--- src/rtl/micro_const_pkg.sv ---
// Shared micro-architecture constants: ALU opcodes and the Fibonacci sequencer state type.
package micro_const_pkg;

  localparam logic [3:0] ALU_AND  = 4'b0000;
  localparam logic [3:0] ALU_OR   = 4'b0001;
  localparam logic [3:0] ALU_ADD  = 4'b0010;
  localparam logic [3:0] ALU_SUB  = 4'b0110;
  localparam logic [3:0] ALU_SLT  = 4'b0111;
  localparam logic [3:0] ALU_SLTU = 4'b1000;

  typedef enum logic [1:0] {
    IDLE = 2'd0,
    ADD  = 2'd1,
    CMP  = 2'd2,
    DONE = 2'd3
  } fib_state_t;

endpackage

--- src/rtl/alu_fib_sequencer.sv ---
// Multi-cycle controller computing fib(n) through an external ALU with a start/busy/done handshake.
// Optional ALU_FIB_OVF_CHECK_EN: adds a CMP state using ALU_SLTU to flag unsigned wrap (sticky overflow_o).
module alu_fib_sequencer
  import micro_const_pkg::*;
#(
  parameter int N     = 32,
  parameter int CNT_W = 6
) (
  input  logic             clk,
  input  logic             rst_n,
  input  logic             start_i,
  input  logic [CNT_W-1:0] n_i,
  output logic             busy_o,
  output logic             done_o,
  output logic [N-1:0]     result_o,
  output logic             overflow_o,
  output logic [N-1:0]     alu_rs1_o,
  output logic [N-1:0]     alu_rs2_o,
  output logic [N-1:0]     alu_imm_o,
  output logic             alu_alusrc_o,
  output logic [3:0]       alu_instr_o,
  input  logic [N-1:0]     alu_rd_i
);

  fib_state_t       r_state;
  logic [N-1:0]     r_a;
  logic [N-1:0]     r_b;
  logic [CNT_W-1:0] r_cnt;
`ifdef ALU_FIB_OVF_CHECK_EN
  logic [N-1:0]     r_sum_q;
  logic             r_overflow;
`endif

  assign busy_o       = (r_state != IDLE);
  assign done_o       = (r_state == DONE);
  assign alu_imm_o    = '0;
  assign alu_alusrc_o = 1'b0;
`ifdef ALU_FIB_OVF_CHECK_EN
  assign overflow_o   = r_overflow;
`else
  assign overflow_o   = 1'b0;
`endif

  always_comb begin
    alu_instr_o = ALU_ADD;
    alu_rs1_o   = '0;
    alu_rs2_o   = '0;
    case (r_state)
      ADD: begin
        alu_rs1_o = r_a;
        alu_rs2_o = r_b;
      end
`ifdef ALU_FIB_OVF_CHECK_EN
      // sum < b exactly when a + b wrapped past 2^N-1
      CMP: begin
        alu_instr_o = ALU_SLTU;
        alu_rs1_o   = r_sum_q;
        alu_rs2_o   = r_b;
      end
`endif
      default: ;
    endcase
  end

  always_ff @(posedge clk or negedge rst_n) begin
    if (!rst_n) begin
      r_state    <= IDLE;
      r_a        <= '0;
      r_b        <= '0;
      r_cnt      <= '0;
      result_o   <= '0;
`ifdef ALU_FIB_OVF_CHECK_EN
      r_sum_q    <= '0;
      r_overflow <= 1'b0;
`endif
    end else begin
      case (r_state)
        IDLE: begin
          if (start_i) begin
            r_a   <= '0;
            r_b   <= N'(1);
            r_cnt <= n_i;
`ifdef ALU_FIB_OVF_CHECK_EN
            r_overflow <= 1'b0;
`endif
            if (n_i == '0) begin
              result_o <= '0;
              r_state  <= DONE;
            end else if (n_i == CNT_W'(1)) begin
              result_o <= N'(1);
              r_state  <= DONE;
            end else begin
              r_state <= ADD;
            end
          end
        end
        ADD: begin
`ifdef ALU_FIB_OVF_CHECK_EN
          r_sum_q <= alu_rd_i;
          r_state <= CMP;
`else
          r_a   <= r_b;
          r_b   <= alu_rd_i;
          r_cnt <= r_cnt - CNT_W'(1);
          if (r_cnt == CNT_W'(2)) begin
            result_o <= alu_rd_i;
            r_state  <= DONE;
          end
`endif
        end
`ifdef ALU_FIB_OVF_CHECK_EN
        CMP: begin
          r_overflow <= r_overflow | alu_rd_i[0];
          r_a        <= r_b;
          r_b        <= r_sum_q;
          r_cnt      <= r_cnt - CNT_W'(1);
          if (r_cnt == CNT_W'(2)) begin
            result_o <= r_sum_q;
            r_state  <= DONE;
          end else begin
            r_state <= ADD;
          end
        end
`endif
        DONE:    r_state <= IDLE;
        default: r_state <= IDLE;
      endcase
    end
  end

endmodule

--- config.mk ---
export PLATFORM = sky130hd
export DESIGN_NAME = alu_fib_sequencer
export DESIGN_NICKNAME = d
export VERILOG_FILES = /design/src/rtl/micro_const_pkg.sv /design/src/rtl/alu_fib_sequencer.sv
export SDC_FILE = /design/constraint.sdc
export NUM_CORES = 1
export LEC_CHECK = 0
export CORE_ASPECT_RATIO = 1.75
export CORE_MARGIN = 1
export CORE_UTILIZATION = 45
export DETAILED_ROUTE_END_ITERATION = 6
export MAX_ROUTING_LAYER = met4
export PLACE_DENSITY = 0.81
export SKIP_LAST_GASP = 1
export SLEW_MARGIN = 20
export SYNTH_ARGS = -nofsm -noshare
export SYNTH_HDL_FRONTEND = slang
export SYNTH_SLANG_ARGS = --single-unit
export TNS_END_PERCENT = 5
--- constraint.sdc ---
create_clock -name clk -period 2.4 [get_ports clk]
set_clock_uncertainty 0.2 [all_clocks]
set_input_delay 0.24 -clock clk [delete_from_list [all_inputs] [get_ports clk]]
set_output_delay 0.24 -clock clk [all_outputs]
set_load 0.03 [all_outputs]
==> results of run 1 <==
## cells in the final DEF, fill, tap and decap left out, types with 9 or more instances in the layout
master	count
clkdlybuf4s50_1	94
clkbuf_16	9
dfrtp_1	104
a21o_1	63
and2_1	94
a21oi_1	10
mux2_2	26
nor2_1	10
conb_1	38
buf_4	43
## through the flow
stage | cells | cell area [µm²] | setup slack, ns
2_1_floorplan | 448 | 4880 | 0.511
3_3_place_gp | 662 | 6070 | 0.109
3_5_place_dp | 662 | 6070 | 0.0996
4_1_cts | 679 | 6450 | -0.164
5_1_grt | 680 | 6470 | -0.194
6_report | 680 | 6470 | -0.0929
## routing by layer
layer / global-route usage (%) / up-vias / routed length [µm]
met1: 21.3 / 1714 / 4050
met4: 8.69 / 0 / 263
li1: - / 1569 / -
met3: 2.50 / 19 / 314
met5: - / - / 0
met2: 39.4 / 121 / 6420
## cell type report
class                   instances  area, µm²  area share (%)
clock buffers                  11        243            3.75
clock inverters                 5        128            1.97
inverters                       7       26.3           0.406
multi-input cells             278       1880            29.1
flip-flops and latches        104       2600            40.2
well taps                     127        159            2.46
repair buffers                148       1430            22.1
## where the power goes
| group | internal (mW) | switching [mW] |
|---|---|---|
| Clock | 1.15 | 0.612 |
| Combinational | 2.29 | 3.09 |
| Sequential | 2.52 | 0.434 |
## repair_timing
| action | in CTS | in global routing |
|---|---|---|
| gates cloned | 0 | 1 |
| resized for setup | 3 | 4 |
| endpoints found under the hold margin | 28 | 0 |
| hold buffers | 1 | 0 |
| endpoints found under the setup margin | 59 | 62 |
## worst max path at each step
| stage | start | to | slack, ns | cells after the start |
|---|---|---|---|---|
| after floorplan | r_cnt[2] | result_o[0] | 0.51 | 5 |
| after global placement | r_state[1] | alu_rs2_o[10] | 0.11 | 3 |
| after detailed placement | r_state[1] | alu_rs2_o[10] | 0.1 | 3 |
| after CTS | r_state[1] | alu_rs2_o[11] | -0.16 | 3 |
| after global routing | r_state[1] | alu_rs2_o[1] | -0.19 | 3 |
| final | r_state[1] | alu_rs1_o[7] | -0.09 | 3 |
## registers in the layout (all words and copies together) (netlist names)
signal	flops
r_b	32
r_a	32
result_o	32
r_cnt	6
r_state	2
## cells by family after synthesis
group / share of synthesized area, %
buf+inv: 8.80
flops: 54.8
mux: 7.59
compound gates: 13.1
fa+ha+maj: 0.527
other cells: 0.158
simple gates: 15.0
==> results.cfg, run 1 <==
[sta]
rsz0062_at_grt = yes
hold_slack_ns = 0.171
max-slew-margin-rel_pct = 48.5
final.period_utilization_pct = 104
tightest_slew_ns = 0.773
finalSetupViolations = 23
hold_viol_final = 0
worst_slack_ns = -0.0929
finalSetupTns_ns = -1.12
clock.fmax_mhz = 401
period_needed_ns = 2.49
drv_slew = 0

[global_routing]
first_global_vias = 3461
grt_pass1_wl_mm = 16.7
overflow = 0
grt_max_degree = 72
grt_util_all_layers_pct = 20.9
antenna_found_initial = 0

[route]
num_vias = 3423
ant_nets = 0
wire_per_inst_um = 16.2
wirelength_mm = 11.0
drcViolationCount = 0
initialDrtViolationCount = 165
first_pass_iters = 4
vias_per_cell = 5.03

[setup_path]
r2r_end = result_o[7]
worstPathCellList = and2b_2, and2_1, clkdlybuf4s50_1
cp_top_family = buffers and inverters
required_ns = 1.96
critPathMaxFanout = 17
startpoint_type = flip-flop
slowest_delay_ns = 0.68
cp.buffers_inverters = 1
crit_path_end_kind = primary output
worstSetupPathType = reg2out
r2r_slack_ns = 0.28
reg2reg_depth = 6
reg2reg_from = r_state[0]
critical_path.slowest_cell = clkdlybuf4s50_1
critPathArrivalTime_ns = 2.05

[synth]
synth_enable_flop_cells = 0
synth_top_area_share_pct = 54.8
ys.warnings.count = 0
synth_commonest_cells = dfrtp_1, and2_1, a21o_1, buf_4, mux2_2
ys.flop_type = dfrtp_1
synthTopCellsByArea = dfrtp_1, and2_1, a21o_1
synth_top_cell_by_area = dfrtp_1
synthArstFlopShare_pct = 100
synthesis.area_um2 = 4750
ys_ff_latch = 104
synth.avg_cell_area_um2 = 11.5
ys_seq_area_share_pct = 54.8
yosysUniqueCellTypes = 27
syn_inst = 412
yosysMostFrequentCell = dfrtp_1

[power_and_ir_drop]
p_leak_nw = 3.41
vdd_drop_max_mv = 0.976
power_mw = 10.1
p_per_area_nw_per_um2 = 1560

[run]
maxCapViolCount = 0

[die]
die_width_um = 79.7
die-area_um2 = 11000
ioPinCount = 177
die_y_um = 138
start_util_pct = 46.1
num_rows = 49
core_um2 = 10300

[cts]
h-tree-depth = 3
path_clk_slew_ns = 0.07
cts_num_sinks = 104
postCtsSetupBuffers = 0
cts_tree = built
ctsRootBufferMaster = clkbuf_16
cts_buffers = 9
clock_latency_ns = 0.34
cts_buffer_depth = 2

[cells_and_area]
fillers = 831
drive_above_1_share_pct = 17.0
fin_util_pct = 62.8
nNetsFinal = 591
insertedDiodeCount = 0
syn2layout_area_growth_pct = 36.2

[placement]
gp_congestion = 0.871
detailed_place_hpwl_mm = 7.79
port-buffer-count = 138

[min_path]
min_path_type = in2async

[status]
violations = negative setup slack
outcome = finished with violations
Note: power is estimated with default switching activity, not from simulation.
==> run 2, diff against run 1 <==
CAP_MARGIN = 40   (was not set)
GPL_ROUTABILITY_DRIVEN = 0   (was not set)
==> results of run 2 <==
The final DEF is identical to that of run 1; final timing and power are the same.
==> run 3, diff against run 2 <==
CORE_UTILIZATION = 40   (was 45)
PLACE_DENSITY = 0.76   (was 0.81)
clock period = 2.2 ns   (was 2.4 ns; I/O delays follow)
==> run 3 against run 2 <==
Effect of this change: non-clock buffer count increased by 3; global-route usage fell by 2.3 points; sequential share of layout area is 0.70 points higher; critical path depth is the same; utilization fell by 7.9 points; the flow finishes with violations (design-rule violations, negative setup slack); combinational power up 6.3%; register-to-register slack lost 0.09 ns; sequential power increased by 8.1%; cell area fell by 1.7%; wire length decreased by 5.3%; hold slack better by 0.076 ns; clock-buffer cell count is 2 lower.
==> results.cfg, run 3 (synthesized netlist as in run 1, its figures left out) <==
[cts]
path_clk_slew_ns = 0.07
cts_buffer_depth = 2
clock_latency_ns = 0.34
h-tree-depth = 3
cts_num_sinks = 104
ctsRootBufferMaster = clkbuf_16
cts_tree = built
cts_buffers = 9
postCtsSetupBuffers = 0

[setup_path]
critPathMaxFanout = 5
critical_path.slowest_cell = clkdlybuf4s50_1
worstSetupPathType = reg2out
worstPathCellList = and2b_2, and2_1, clkdlybuf4s50_1
slowest_delay_ns = 0.66
critPathArrivalTime_ns = 1.87
required_ns = 1.78
startpoint_type = flip-flop
crit_path_end_kind = primary output

[cells_and_area]
layout_commonest_cell = dfrtp_1
insertedDiodeCount = 0
syn2layout_area_growth_pct = 33.9
multiInputGateArea_um2 = 1870
ff_latch_area_um2 = 2600
drive_above_1_share_pct = 21.6
nNetsFinal = 593
top_regs = r_a x32, r_b x32, result_o x32
fillers = 1009
design_area_um2 = 6360
layout_common_cells = dfrtp_1, and2_1, clkdlybuf4s50_1, buf_4, a21o_1
instances_no_fill = 690

[global_routing]
grt_max_degree = 105
grt.met3_usage_pct = 2.54
use_met1_pct = 19.3
antenna_found_initial = 0
met2_usage_pct = 34.1
busiest_layer = met2
grt_util_all_layers_pct = 18.5
grt_pass1_wl_mm = 17.1
first_global_vias = 3360
overflow = 0

[route]
vias_per_cell = 4.85
num_vias = 3346
initialDrtViolationCount = 131
first_pass_iters = 7
drcViolationCount = 30
ant_nets = 0
wirelength_mm = 10.5
wire_per_inst_um = 15.2

[placement]
port-buffer-count = 138
detailed_place_hpwl_mm = 7.62
place_inst = 673
place_area_um2 = 6020

[power_and_ir_drop]
p_leak_nw = 3.40
power_frac_seq_pct = 30.0
vdd_drop_max_mv = 0.747
power_mw = 10.6
pwr-share-clk_pct = 16.1
p_per_area_nw_per_um2 = 1670
p_sw_mw = 4.48
p_comb_share_pct = 53.9
internal_power_mw = 6.16
p_sw_share_pct = 42.1

[sta]
hold_viol_final = 0
period_needed_ns = 2.29
worst_slack_ns = -0.0927
tightest_slew_ns = 0.721
rsz0062_at_grt = yes
drv_slew = 0
final.period_utilization_pct = 104
finalSetupViolations = 1
clock.fmax_mhz = 436
max-slew-margin-rel_pct = 52.0
finalSetupTns_ns = -0.0927

[die]
start_util_pct = 41.0
die_width_um = 84.4
die_y_um = 146
die-area_um2 = 12300
num_rows = 52
core_um2 = 11600
ioPinCount = 177

[status]
outcome = finished with violations
violations = design-rule violations, negative setup slack

[min_path]
min_path_type = in2async

[run]
maxCapViolCount = 0
-- run 3: changes by cell type in the layout (fill, tap and decap cells not counted), sizes merged --
cell | before | now
bufinv | 4 | 2
inv | 7 | 10
clkbuf | 11 | 9
clkdlybuf4s50 | 94 | 74
buf | 48 | 74
dlygate4sd2 | 2 | 1
dlymetal6s2s | 3 | 1
clkinv | 0 | 1
and2b | 2 | 1
-- run 3: worst max-delay path, delay by kind of cell (launching register included) --
kind          cells  cell delay (ns)
flops             1             0.42
buf+inv           1             0.66
simple gates      2             0.45
-- run 3: power by group through the flow --
stage | clock (mW) | combinational, mW | sequential, mW
global placement | 0 | 5.70 | 3.19
finish | 1.71 | 5.73 | 3.19
CTS | 1.77 | 5.83 | 3.19
detailed placement | 0 | 5.82 | 3.22
floorplan | 0 | 3.44 | 3.56
global route | 1.85 | 6.12 | 3.30
-- run 3: path summary, 6_finish.rpt --
check | from | to | slack, ns | cells past startpoint
max | r_state[1] | alu_rs1_o[31] | -0.09 | 3
max in group asynchronous | rst_n | result_o[0] | 1.08 | 3
min in group clk | r_a[21] | r_a[21] | 0.27 | 1
min reg2reg | r_a[21] | r_a[21] | 0.27 | 1
max reg2reg | r_cnt[3] | result_o[2] | 0.19 | 5
min | rst_n | r_a[3] | 0.25 | 3
-- run 3: timing repair --
action                                  in CTS  in global routing
endpoints found under the setup margin       5                 37
pin swaps                                    0                  0
hold buffers                                 1                  0
hold endpoints to repair                   104                  0
resized for setup                            1                  1
-- run 3: metrics by stage --
step	hold WS [ns]	util (%)	setup WS [ns]
floorplan	-0.276	-	0.311
global placement	0.120	52.0	-0.0403
detailed placement	0.130	52.0	-0.0516
CTS	0.272	54.9	-0.115
global route	0.288	54.9	-0.130
finish	0.247	54.9	-0.0927
-- run 3: cell type report --
class / count / area share [%]
well taps: 135 / 2.66
clock buffers: 9 / 3.54
inverters: 7 / 0.413
clock inverters: 7 / 1.55
repair buffers: 151 / 21.5
flip-flops and latches: 104 / 40.9
multi-input cells: 277 / 29.5
-- run 3: metal layers --
metal	vias to the layer above	part of all wire [%]
li1	1571	-
met1	1631	36
met2	120	57
met3	24	3.9
met4	0	3.1
met5	-	0
